`config.mk`:
```
export PLATFORM = sky130hd
export DESIGN_NAME = dca_lsu_inst_arbiter_flat
export DESIGN_NICKNAME = d
export VERILOG_FILES = /design/src/rtl/dca_lsu_inst_arbiter_pkg.sv /design/src/rtl/dca_lsu_inst_arbiter_if.sv /design/src/rtl/dca_grant_order_fifo.sv /design/src/rtl/dca_lsu_inst_arbiter.sv /design/src/flat_wrapper.sv
export SDC_FILE = /design/constraint.sdc
export NUM_CORES = 1
export LEC_CHECK = 0
export BUFFER_PORTS_ARGS = -buffer_cell sky130_fd_sc_hd__buf_2
export CORE_MARGIN = 2
export CORE_UTILIZATION = 30
export DETAILED_ROUTE_END_ITERATION = 7
export PLACE_DENSITY = 0.55
export SLEW_MARGIN = 20
export SYNTH_ARGS = -nofsm -noshare
export SYNTH_HDL_FRONTEND = slang
export SYNTH_SLANG_ARGS = --single-unit
export TNS_END_PERCENT = 30
```
`constraint.sdc`:
```
create_clock -name clk -period 5.4 [get_ports clk]
set_input_delay 0.27 -clock clk [delete_from_list [all_inputs] [get_ports clk]]
set_output_delay 0.27 -clock clk [all_outputs]
set_load 0.05 [all_outputs]
```
`src/rtl/dca_lsu_inst_arbiter_pkg.sv`:
```
// dca_lsu_inst_arbiter_pkg: shared widths and defaults for the LSU instruction arbiter
`ifndef BW_DCA_MATRIX_LSU_INST
`define BW_DCA_MATRIX_LSU_INST 32
`endif
package dca_lsu_inst_arbiter_pkg;
  localparam int DCA_LSU_INST_W = `BW_DCA_MATRIX_LSU_INST;
  localparam int DCA_LSU_ARB_ORDER_DEPTH = 4;
  function automatic int bw_dca_lsu_arb_id(input int num_req);
    return (num_req > 1) ? $clog2(num_req) : 1;
  endfunction
endpackage

```
`src/rtl/dca_lsu_inst_arbiter_if.sv`:
```
// dca_lsu_inst_arbiter_if: requester and LSU handshake bundle around the arbiter
interface dca_lsu_inst_arbiter_if
  import dca_lsu_inst_arbiter_pkg::*;
#(
  parameter int NUM_REQ = 2,
  parameter int BW_INST = DCA_LSU_INST_W
);
  logic [NUM_REQ-1:0]         req_valid;
  logic [NUM_REQ*BW_INST-1:0] req_inst;
  logic [NUM_REQ-1:0]         req_ready;
  logic [NUM_REQ-1:0]         req_done;
  logic                       lsu_inst_valid;
  logic                       lsu_inst_ready;
  logic [BW_INST-1:0]         lsu_inst;
  logic                       lsu_done;
  modport slave (
    input  req_valid, req_inst, lsu_inst_ready, lsu_done,
    output req_ready, req_done, lsu_inst_valid, lsu_inst
  );
  modport master (
    output req_valid, req_inst, lsu_inst_ready, lsu_done,
    input  req_ready, req_done, lsu_inst_valid, lsu_inst
  );
endinterface

```
`src/rtl/dca_grant_order_fifo.sv`:
```
// dca_grant_order_fifo: in-order record of granted requester IDs awaiting LSU completion
module dca_grant_order_fifo #(
  parameter int DEPTH = 4,
  parameter int W     = 1
) (
  input  logic                     clk,
  input  logic                     rst,
  input  logic                     clear_i,
  input  logic                     push_i,
  input  logic                     pop_i,
  input  logic [W-1:0]             data_i,
  output logic [W-1:0]             data_o,
  output logic                     full_o,
  output logic                     empty_o,
  output logic [$clog2(DEPTH):0]   count_o
);
  localparam int PW = $clog2(DEPTH);
  localparam int CW = PW + 1;
  logic [W-1:0]  mem_q [DEPTH];
  logic [PW-1:0] wr_q, wr_d, rd_q, rd_d;
  logic [CW-1:0] cnt_q, cnt_d;
  logic          do_push, do_pop;
  assign full_o  = cnt_q == CW'(DEPTH);
  assign empty_o = cnt_q == '0;
  assign count_o = cnt_q;
  assign data_o  = mem_q[rd_q];
  assign do_push = push_i & ~full_o;
  assign do_pop  = pop_i & ~empty_o;
  always_comb begin
    wr_d  = clear_i ? '0 : do_push ? wr_q + PW'(1) : wr_q;
    rd_d  = clear_i ? '0 : do_pop ? rd_q + PW'(1) : rd_q;
    cnt_d = clear_i ? '0 : cnt_q + CW'(do_push) - CW'(do_pop);
  end
  always_ff @(posedge clk or posedge rst) begin
    if (rst) begin
      wr_q  <= '0;
      rd_q  <= '0;
      cnt_q <= '0;
    end else begin
      wr_q  <= wr_d;
      rd_q  <= rd_d;
      cnt_q <= cnt_d;
    end
  end
  always_ff @(posedge clk) begin
    if (do_push) mem_q[wr_q] <= data_i;
  end
endmodule

```
`src/rtl/dca_lsu_inst_arbiter.sv`:
```
// dca_lsu_inst_arbiter: round-robin share of one matrix LSU instruction port with
// in-order completion routing back to the issuing sequencer
module dca_lsu_inst_arbiter
  import dca_lsu_inst_arbiter_pkg::*;
#(
  parameter int NUM_REQ     = 2,
  parameter int BW_INST     = DCA_LSU_INST_W,
  parameter int ORDER_DEPTH = DCA_LSU_ARB_ORDER_DEPTH
) (
  input  logic                   clk,
  input  logic                   rst,
  input  logic                   clear,
  input  logic                   enable,
  dca_lsu_inst_arbiter_if.slave  bus,
  output logic                   busy,
  output logic                   err_spurious_done
);
  localparam int ID_W = bw_dca_lsu_arb_id(NUM_REQ);
  localparam int CW   = $clog2(ORDER_DEPTH) + 1;
  logic [BW_INST-1:0] inst_arr [NUM_REQ];
  logic [ID_W-1:0]    last_q, last_d, gnt_id, idx, head_id;
  logic [BW_INST-1:0] inst_q, inst_d;
  logic [NUM_REQ-1:0] done_q, done_d;
  logic               valid_q, valid_d, err_q, err_d;
  logic               found, accept, pop, full, empty;
  logic [CW-1:0]      count;
  for (genvar g = 0; g < NUM_REQ; g++) begin : g_unpack
    assign inst_arr[g] = bus.req_inst[g*BW_INST +: BW_INST];
  end
  // Walk forward from the slot after the last winner, wrapping at NUM_REQ
  always_comb begin
    found  = 1'b0;
    gnt_id = '0;
    idx    = last_q;
    for (int k = 0; k < NUM_REQ; k++) begin
      idx = (idx == ID_W'(NUM_REQ - 1)) ? '0 : idx + ID_W'(1);
      if (!found && bus.req_valid[idx]) begin
        found  = 1'b1;
        gnt_id = idx;
      end
    end
  end
  assign accept = ~clear & enable & (~valid_q | bus.lsu_inst_ready) & ~full & found;
  assign pop    = ~clear & bus.lsu_done & ~empty;
  always_comb begin
    valid_d = ~clear & (accept | (valid_q & ~bus.lsu_inst_ready));
    inst_d  = clear ? '0 : accept ? inst_arr[gnt_id] : inst_q;
    last_d  = clear ? ID_W'(NUM_REQ - 1) : accept ? gnt_id : last_q;
    done_d  = pop ? NUM_REQ'(1) << head_id : '0;
    err_d   = ~clear & (err_q | (bus.lsu_done & empty));
  end
  always_ff @(posedge clk or posedge rst) begin
    if (rst) begin
      valid_q <= 1'b0;
      inst_q  <= '0;
      last_q  <= ID_W'(NUM_REQ - 1);
      done_q  <= '0;
      err_q   <= 1'b0;
    end else begin
      valid_q <= valid_d;
      inst_q  <= inst_d;
      last_q  <= last_d;
      done_q  <= done_d;
      err_q   <= err_d;
    end
  end
  dca_grant_order_fifo #(.DEPTH(ORDER_DEPTH), .W(ID_W)) u_order (
    .clk     (clk),
    .rst     (rst),
    .clear_i (clear),
    .push_i  (accept),
    .pop_i   (pop),
    .data_i  (gnt_id),
    .data_o  (head_id),
    .full_o  (full),
    .empty_o (empty),
    .count_o (count)
  );
  assign bus.req_ready      = accept ? NUM_REQ'(1) << gnt_id : '0;
  assign bus.req_done       = done_q;
  assign bus.lsu_inst_valid = valid_q;
  assign bus.lsu_inst       = inst_q;
  assign busy               = valid_q | (count != '0);
  assign err_spurious_done  = err_q;
endmodule

```
`src/flat_wrapper.sv`:
```
// flat-port wrapper written by rule: the top's interface ports become plain ports
module dca_lsu_inst_arbiter_flat import dca_lsu_inst_arbiter_pkg::*;
#(
  parameter int NUM_REQ     = 2,
  parameter int BW_INST     = DCA_LSU_INST_W,
  parameter int ORDER_DEPTH = DCA_LSU_ARB_ORDER_DEPTH
)
  (clk, rst, clear, enable, busy, err_spurious_done, bus_req_valid, bus_req_inst, bus_lsu_inst_ready, bus_lsu_done, bus_req_ready, bus_req_done, bus_lsu_inst_valid, bus_lsu_inst);
  dca_lsu_inst_arbiter_if #(.NUM_REQ(NUM_REQ), .BW_INST(BW_INST)) bus_i ();
  input  logic clk;
  input  logic rst;
  input  logic clear;
  input  logic enable;
  output logic busy;
  output logic err_spurious_done;
  input wire logic [$bits(bus_i.req_valid)-1:0] bus_req_valid;
  input wire logic [$bits(bus_i.req_inst)-1:0] bus_req_inst;
  input wire logic [$bits(bus_i.lsu_inst_ready)-1:0] bus_lsu_inst_ready;
  input wire logic [$bits(bus_i.lsu_done)-1:0] bus_lsu_done;
  output wire logic [$bits(bus_i.req_ready)-1:0] bus_req_ready;
  output wire logic [$bits(bus_i.req_done)-1:0] bus_req_done;
  output wire logic [$bits(bus_i.lsu_inst_valid)-1:0] bus_lsu_inst_valid;
  output wire logic [$bits(bus_i.lsu_inst)-1:0] bus_lsu_inst;
  assign bus_i.req_valid = bus_req_valid;
  assign bus_i.req_inst = bus_req_inst;
  assign bus_i.lsu_inst_ready = bus_lsu_inst_ready;
  assign bus_i.lsu_done = bus_lsu_done;
  assign bus_req_ready = bus_i.req_ready;
  assign bus_req_done = bus_i.req_done;
  assign bus_lsu_inst_valid = bus_i.lsu_inst_valid;
  assign bus_lsu_inst = bus_i.lsu_inst;
  dca_lsu_inst_arbiter #(.NUM_REQ(NUM_REQ), .BW_INST(BW_INST), .ORDER_DEPTH(ORDER_DEPTH)) u_core (.clk(clk), .rst(rst), .clear(clear), .enable(enable), .bus(bus_i), .busy(busy), .err_spurious_done(err_spurious_done));
endmodule
```
==> results.yml, run 1 <==
run_status:
  outcome: "complete, no violations"
synthesis:
  synth_fp_nets: 287
  yosysWarnings: 0
  synthesis.instances: 208
  synth_largest_area_cell: "sky130_fd_sc_hd__dfrtp_1"
  yosysSeqAreaShare_pct: 48.4
  syn_area_mm2: 0.00253
  number_of_unique_standard_cell_types_used_by_synthesis: 28
  fraction_of_synthesized_cell_area_taken_by_the_top_area_cell_type_pct: 42.6
  synth_area_leaders: "sky130_fd_sc_hd__dfrtp_1 43%, sky130_fd_sc_hd__mux2i_1 26%, sky130_fd_sc_hd__nand2b_1 8.7%, sky130_fd_sc_hd__edfxtp_1 4.8%, sky130_fd_sc_hd__ha_1 3.0%"
  synth_area_per_inst_um2: 12.1
  ys_ff_latch: 48
layout:
  flow.area_growth_from_synthesis_pct: 29.8
  insertedDiodeCount: 0
  num-fill-cells: 820
  post-route-util_pct: 40.1
  post_layout_nonfiller_instances: 420
  drive_above_1_share_pct: 39.7
  seqCellArea_mm2: 0.00122
  nNetsFinal: 393
  multiInputGateArea_mm2: 0.00121
  design_area_final_mm2: 0.00328
die:
  std_cell_rows: 33
  count_of_pins_on_the_block_boundary: 111
  floorplan.die_area_mm2: 0.00917
  die-height_um: 95.8
  core_area_mm2: 0.00818
  initial_core_utilization_pct: 30.9
  die-width_um: 95.8
placement:
  routability_cong: 0.718
  postPlaceCellArea_mm2: 0.00314
  place.port_buffers: 110
  place.detailed.hpwl_um: 3670
  place.detailed.instances: 411
pwr:
  cellPowerDensity_mw_per_mm2: 335
  maximum_resistive_drop_on_vdd_uv: 123
  static-leakage-power_uw: 0.00165
grt:
  via_count_of_the_first_global_routing_pass: 1704
  total_global_routing_track_utilization_pct: 11.7
  grt_start_max_net_pins: 45
  grt_pass1_wl_um: 8270
  antenna_violations_before_repair: 0
  globalRoute.totalOverflow: 0
route:
  vias_per_cell: 4.39
  ant_nets: 0
  vias: 1844
  post_drt_wl_per_cell_um: 12.4
  first_iter_violations: 30
  route.detailed.drc: 0
  routed_wl_um: 5210
  dr.pass1.iters: 4
clock_network:
  clk_transition_reported_paths_ns: 0.09
  clock-sinks: 48
  clkLatencyLatePin_ns: 0.30
  buffers_from_clock_root_to_sink_at_most: 2
  cts_made_buffers: 5
  post_cts.resized_instances: 0
  postCtsSetupBuffers: 0
  cts_tree: "done"
  cts_hold_repair.buffers: 0
  cts_htree_levels: 2
  ctsRootBufferMaster: "sky130_fd_sc_hd__clkbuf_8"
timing:
  max_freq_ghz: 0.351
  final_worst_path_period_need_ns: 2.85
  timing_max_transition_violations_final: 0
  finalSetupTns_ns: 0
  rsz0062_at_grt: "false"
  post-route-period-util_pct: 52.8
  final_hold_viol_count: 0
  timing.max_slew.rel_slack_pct: 38.0
  post_route_clock_skew_ns: 0.00567
  max_slew.worst_pin.slew_ns: 0.929
  finalSetupViolCount: 0
setup_path:
  slowest_delay_ns: 0.46
  worst_path_max_delay_cell: "sky130_fd_sc_hd__dfrtp_1"
  worst-path-max-fanout: 19
  required_ns: 5.56
  timing.critical_path.from_type: "register"
  r2r_setup_slk_ns: 2.55
  worstSetupEndpointType: "register"
  cell_chain_of_the_critical_path: "or3b_1 > o2111a_2 > buf_16 > inv_2 > ha_1 > inv_1 > ha_1 > inv_1 > fa_1 > xnor2_1 > nor2_1"
  launch_point_of_the_worst_reg_to_reg_path: "u_core.u_order.count_o[1]"
  crit_path_start: "u_core.u_order.count_o[1]"
  timing.critical_path.arrival_ns: 3.01
  timing_worst_setup_path_type: "reg -> reg"
worst_hold_path:
  worstHoldPathType: "in -> async"
job:
  max_cap_violations: 0
## Yosys cell counts
cell	number
sky130_fd_sc_hd__mux2i_1	66
sky130_fd_sc_hd__dfrtp_1	43
sky130_fd_sc_hd__nand2b_1	35
sky130_fd_sc_hd__nor2_1	9
sky130_fd_sc_hd__ha_1	6
sky130_fd_sc_hd__inv_1	6
sky130_fd_sc_hd__and2_1	5
sky130_fd_sc_hd__clkbuf_1	5
sky130_fd_sc_hd__buf_2	4
sky130_fd_sc_hd__buf_6	4
sky130_fd_sc_hd__edfxtp_1	4
sky130_fd_sc_hd__nor2b_1	3
sky130_fd_sc_hd__xor2_1	3
sky130_fd_sc_hd__a21boi_0	1
sky130_fd_sc_hd__a21oi_1	1
sky130_fd_sc_hd__dfstp_2	1
sky130_fd_sc_hd__fa_1	1
sky130_fd_sc_hd__inv_2	1
sky130_fd_sc_hd__mux2_1	1
sky130_fd_sc_hd__mux4_2	1
sky130_fd_sc_hd__nor3_1	1
sky130_fd_sc_hd__nor3b_1	1
sky130_fd_sc_hd__o2111a_1	1
sky130_fd_sc_hd__o21ai_0	1
sky130_fd_sc_hd__o311ai_0	1
sky130_fd_sc_hd__o31ai_1	1
sky130_fd_sc_hd__or3b_1	1
sky130_fd_sc_hd__xnor2_1	1
## critical path: cells and delay by family, from the launching register on
family	cells	cell delay, ns
adder cells (fa/ha/maj)	3	0.75
buffers and inverters	4	0.51
flip-flops	1	0.46
AND/OR/NAND/NOR	2	0.45
AO/OA/AOI/OAI	1	0.38
XOR/XNOR	1	0.16
## layout by cell type (no fill, tap or decap), drive strengths merged, types with 4 or more instances in the layout
| master | instances |
|---|---|
| and2 | 5 |
| buf | 112 |
| clkbuf | 6 |
| dfrtp | 43 |
| edfxtp | 4 |
| ha | 6 |
| inv | 7 |
| mux2i | 66 |
| nand2b | 35 |
| nor2 | 9 |
## final timing paths
check	to	depth (start not counted)
max	u_core.u_order.count_o[2]	11
min in group clk	u_core.bus.lsu_inst[18]	3
max reg2reg	u_core.u_order.count_o[2]	11
min	u_core.bus.lsu_inst[11]	2
min reg2reg	u_core.err_spurious_done	2
max in group asynchronous	u_core.bus.lsu_inst_valid	2
## logic make-up after synthesis
family                     after synthesis  synth area share, %
buffers and inverters                   20                 4.36
AOI/OAI and AO/OA                        6                 1.78
and+or+nand+nor                         55                 12.8
muxes                                   68                 27.5
adders and majority gates                7                 3.76
DFF                                     48                 48.4
xor gates and xnor gates                 4                 1.39
## metal layers
layer	track usage, %	vias to the layer above	share of wire [%]
met2	19.1	73	46
met1	15.4	849	45
met4	4.29	0	1.4
li1	-	916	-
met5	0	-	0
met3	2.35	6	7.5
## flip-flops by register name, indices dropped and copies added (netlist names)
register                   cells
u_core.bus.lsu_inst           32
u_core.u_order.mem_q           4
u_core.u_order.count_o         3
u_core.bus.req_done            2
u_core.u_order.rd_q            2
u_core.u_order.wr_q            2
u_core.bus.lsu_inst_valid      1
u_core.err_spurious_done       1
u_core.last_q                  1
## power by group
part           internal, uW  switching (uW)
Combinational           132             258
Clock                   138             120
Sequential              415            37.2
## metrics by stage
stage          hold slack, ns  total power [uW]  worst slack, ns
3_5_place_dp            0.486               852             2.04
3_3_place_gp            0.481               847             2.08
5_1_grt                 0.257              1160             2.35
2_1_floorplan           0.420               751             3.07
4_1_cts                 0.213              1120             2.23
6_report                0.174              1100             2.55
## area by class of cell
type,instances,share of cell area [%]
well taps,105,4.01
clock inverters,2,1.07
clock buffers,6,2.21
multi-input cells,140,36.8
inverters,7,0.801
flip-flops and latches,48,37.3
repair buffers,112,17.9
Power figures use the tool's default switching activity.
==> run 2, diff against run 1 <==
--- a/config.mk
+++ b/config.mk
@@ -5,11 +5,12 @@
 export SDC_FILE = /design/constraint.sdc
 export NUM_CORES = 1
 export LEC_CHECK = 0
+export ABC_AREA = 1
 export BUFFER_PORTS_ARGS = -buffer_cell sky130_fd_sc_hd__buf_2
 export CORE_MARGIN = 2
 export CORE_UTILIZATION = 30
 export DETAILED_ROUTE_END_ITERATION = 7
-export PLACE_DENSITY = 0.55
+export PLACE_DENSITY = 0.57
 export SLEW_MARGIN = 20
 export SYNTH_ARGS = -nofsm -noshare
 export SYNTH_HDL_FRONTEND = slang
==> constraint.sdc (replaced) <==
create_clock -name clk -period 2.4 [get_ports clk]
set_input_delay 0.12 -clock clk [delete_from_list [all_inputs] [get_ports clk]]
set_output_delay 0.12 -clock clk [all_outputs]
set_load 0.05 [all_outputs]
==> results.yml, run 2 <==
run_status:
  outcome: "finished, violations left"
  violations_in_the_final_reports: "hold timing"
grt:
  total_global_routing_track_utilization_pct: 13.9
  via_count_of_the_first_global_routing_pass: 2175
  globalRoute.totalOverflow: 0
  grt_pass1_wl_um: 9920
  grt_start_max_net_pins: 45
  antenna_violations_before_repair: 0
layout:
  drive_above_1_share_pct: 29.4
  flow.area_growth_from_synthesis_pct: 28.8
  seqCellArea_mm2: 0.00122
  post-route-util_pct: 39.6
  largest_register_ff_count: 32
  mostFrequentLayoutCell: "sky130_fd_sc_hd__nand2_1"
  post_layout_nonfiller_instances: 550
  nNetsFinal: 523
  mostFrequentLayoutCells: "178 x sky130_fd_sc_hd__nand2_1, 110 x sky130_fd_sc_hd__buf_2, 43 x sky130_fd_sc_hd__dfrtp_1, 40 x sky130_fd_sc_hd__nand3_1, 18 x sky130_fd_sc_hd__inv_1"
  num-fill-cells: 902
  insertedDiodeCount: 0
  multiInputGateArea_mm2: 0.00111
setup_path:
  timing.critical_path.from_type: "register"
  timing_worst_setup_path_type: "reg -> reg"
  slowest_delay_ns: 0.43
  reg2regPathDepth: 11
  required_ns: 2.59
  worst_path_most_repeated_cell: "sky130_fd_sc_hd__inv_1"
  worst_path_max_delay_cell: "sky130_fd_sc_hd__dfrtp_1"
  timing.critical_path.arrival_ns: 2.34
  r2r_setup_slk_ns: 0.24
  worst_r2r_endpoint: "u_core.u_order.count_o[2]"
  worstSetupEndpointType: "register"
  cell_chain_of_the_critical_path: "nor2_1 > nand2_1 > nand3_1 > inv_1 > ha_1 > inv_1 > ha_1 > inv_1 > fa_1 > xor2_1 > nor2_1"
  worst-path-max-fanout: 4
  launch_point_of_the_worst_reg_to_reg_path: "u_core.u_order.count_o[1]"
die:
  die-height_um: 95.5
  die-width_um: 95.5
  core_area_mm2: 0.00818
  floorplan.die_area_mm2: 0.00912
  initial_core_utilization_pct: 30.7
  count_of_pins_on_the_block_boundary: 111
  std_cell_rows: 33
route:
  vias_per_cell: 4.33
  ant_nets: 0
  vias: 2380
  dr.pass1.iters: 5
  route.detailed.drc: 0
  routed_wl_um: 6330
  first_iter_violations: 60
  post_drt_wl_per_cell_um: 11.5
synthesis:
  ys_ff_latch: 48
  synth_area_leaders: "sky130_fd_sc_hd__dfrtp_1 43%, sky130_fd_sc_hd__nand2_1 27%, sky130_fd_sc_hd__nand3_1 8.0%, sky130_fd_sc_hd__edfxtp_1 4.8%, sky130_fd_sc_hd__ha_1 3.0%"
  synth-main-ff-cell: "sky130_fd_sc_hd__dfrtp_1"
  most_frequent_cell_after_synthesis: "sky130_fd_sc_hd__nand2_1"
  syn_area_mm2: 0.00251
  synth-async-reset-ratio_pct: 91.7
  yosysWarnings: 0
  synth_largest_area_cell: "sky130_fd_sc_hd__dfrtp_1"
  synthesis.instances: 337
  commonest_cells_in_the_netlist: "178 x sky130_fd_sc_hd__nand2_1, 43 x sky130_fd_sc_hd__dfrtp_1, 40 x sky130_fd_sc_hd__nand3_1"
  yosysSeqAreaShare_pct: 48.7
  synth_fp_nets: 416
  synth_area_per_inst_um2: 7.46
  synth-edff-count: 4
  number_of_unique_standard_cell_types_used_by_synthesis: 25
  fraction_of_synthesized_cell_area_taken_by_the_top_area_cell_type_pct: 42.8
clock_network:
  cts_made_buffers: 5
  post_cts.resized_instances: 0
  cts_hold_repair.buffers: 0
  buffers_from_clock_root_to_sink_at_most: 2
  cts_htree_levels: 2
  clk_transition_reported_paths_ns: 0.09
  clkLatencyLatePin_ns: 0.29
  cts_tree: "done"
  postCtsSetupBuffers: 0
  ctsRootBufferMaster: "sky130_fd_sc_hd__clkbuf_8"
  clock-sinks: 48
placement:
  place.port_buffers: 110
  place.detailed.hpwl_um: 4600
  place.detailed.instances: 542
  routability_cong: 0.852
pwr:
  static-leakage-power_uw: 0.00200
  cellPowerDensity_mw_per_mm2: 742
  maximum_resistive_drop_on_vdd_uv: 325
  total_power_uw: 2400
timing:
  post_route_clock_skew_ns: 0.00491
  rsz0062_at_grt: "false"
  final_worst_path_period_need_ns: 2.16
  final_hold_viol_count: 43
  timing.max_slew.rel_slack_pct: 49.0
  max_freq_ghz: 0.464
  max_slew.worst_pin.slew_ns: 0.764
  finalSetupTns_ns: 0
  finalSetupViolCount: 0
  timing_max_transition_violations_final: 0
  post-route-period-util_pct: 89.8
  holdWs_ns: -0.0716
job:
  max_cap_violations: 0
worst_hold_path:
  worstHoldPathType: "in -> async"
run 2: changes by cell type after synthesis, sizes merged, moves of 8 or more:
cell    previous run  this run
inv                7        21
nand3              0        41
buf                8        16
nand2b            35         0
mux2i             66         0
nand2              0       178
run 2: per-layer routing:
layer / share of wire [%] / track usage [%]
met1: 46 / 17.8
met2: 47 / 23.7
met3: 5.1 / 2.53
met4: 1.8 / 4.29
met5: 0 / 0
run 2: how the worst max path moves through the flow:
stage                                   start                   endpoint  slack (ns)
global route        u_core.u_order.count_o[1]  u_core.u_order.count_o[2]        0.03
global placement    u_core.u_order.count_o[1]  u_core.u_order.count_o[2]        0.31
finish              u_core.u_order.count_o[1]  u_core.u_order.count_o[2]        0.24
CTS                 u_core.u_order.count_o[1]  u_core.u_order.count_o[2]        0.22
floorplan           u_core.bus.lsu_inst_valid  u_core.u_order.count_o[2]        0.15
detailed placement  u_core.u_order.count_o[1]  u_core.u_order.count_o[2]        0.24
run 2: cell families after synthesis:
| logic type | after synthesis | synth area share [%] |
|---|---|---|
| compound gates | 7 | 1.64 |
| xor+xnor | 2 | 0.697 |
| fa+ha+maj | 7 | 3.78 |
| buf+inv | 38 | 7.57 |
| flops | 48 | 48.7 |
| simple gates | 235 | 37.6 |
run 2: area by class of cell:
class / count / area share, %
inverters: 21 / 2.55
well taps: 105 / 4.06
multi-input cells: 251 / 34.2
clock buffers: 8 / 2.78
flip-flops and latches: 48 / 37.8
repair buffers: 117 / 18.6
run 2: worst max-delay path: cells and delay by family (launching register included):
kind / cells / cell delay [ns]
xor+xnor: 1 / 0.17
fa+ha+maj: 3 / 0.78
buf+inv: 3 / 0.18
flops: 1 / 0.43
simple gates: 4 / 0.50
run 2: power by group:
part	total [uW]	internal [uW]	leakage (uW)	switching, uW
logic	899	246	0.00132	653
clock network	499	236	0.0000455	263
registers	1000	931	0.000628	73.4
total	2400	1410	0.00200	989
run 2: per-stage QoR:
stage / hold slack (ns) / area (um^2) / setup slack, ns
2_1_floorplan: 0.183 / 2510 / 0.147
3_3_place_gp: 0.373 / 3150 / 0.315
3_5_place_dp: 0.376 / 3150 / 0.239
4_1_cts: 0.0533 / 3240 / 0.224
5_1_grt: 0.00485 / 3240 / 0.0350
6_report: -0.0716 / 3240 / 0.244
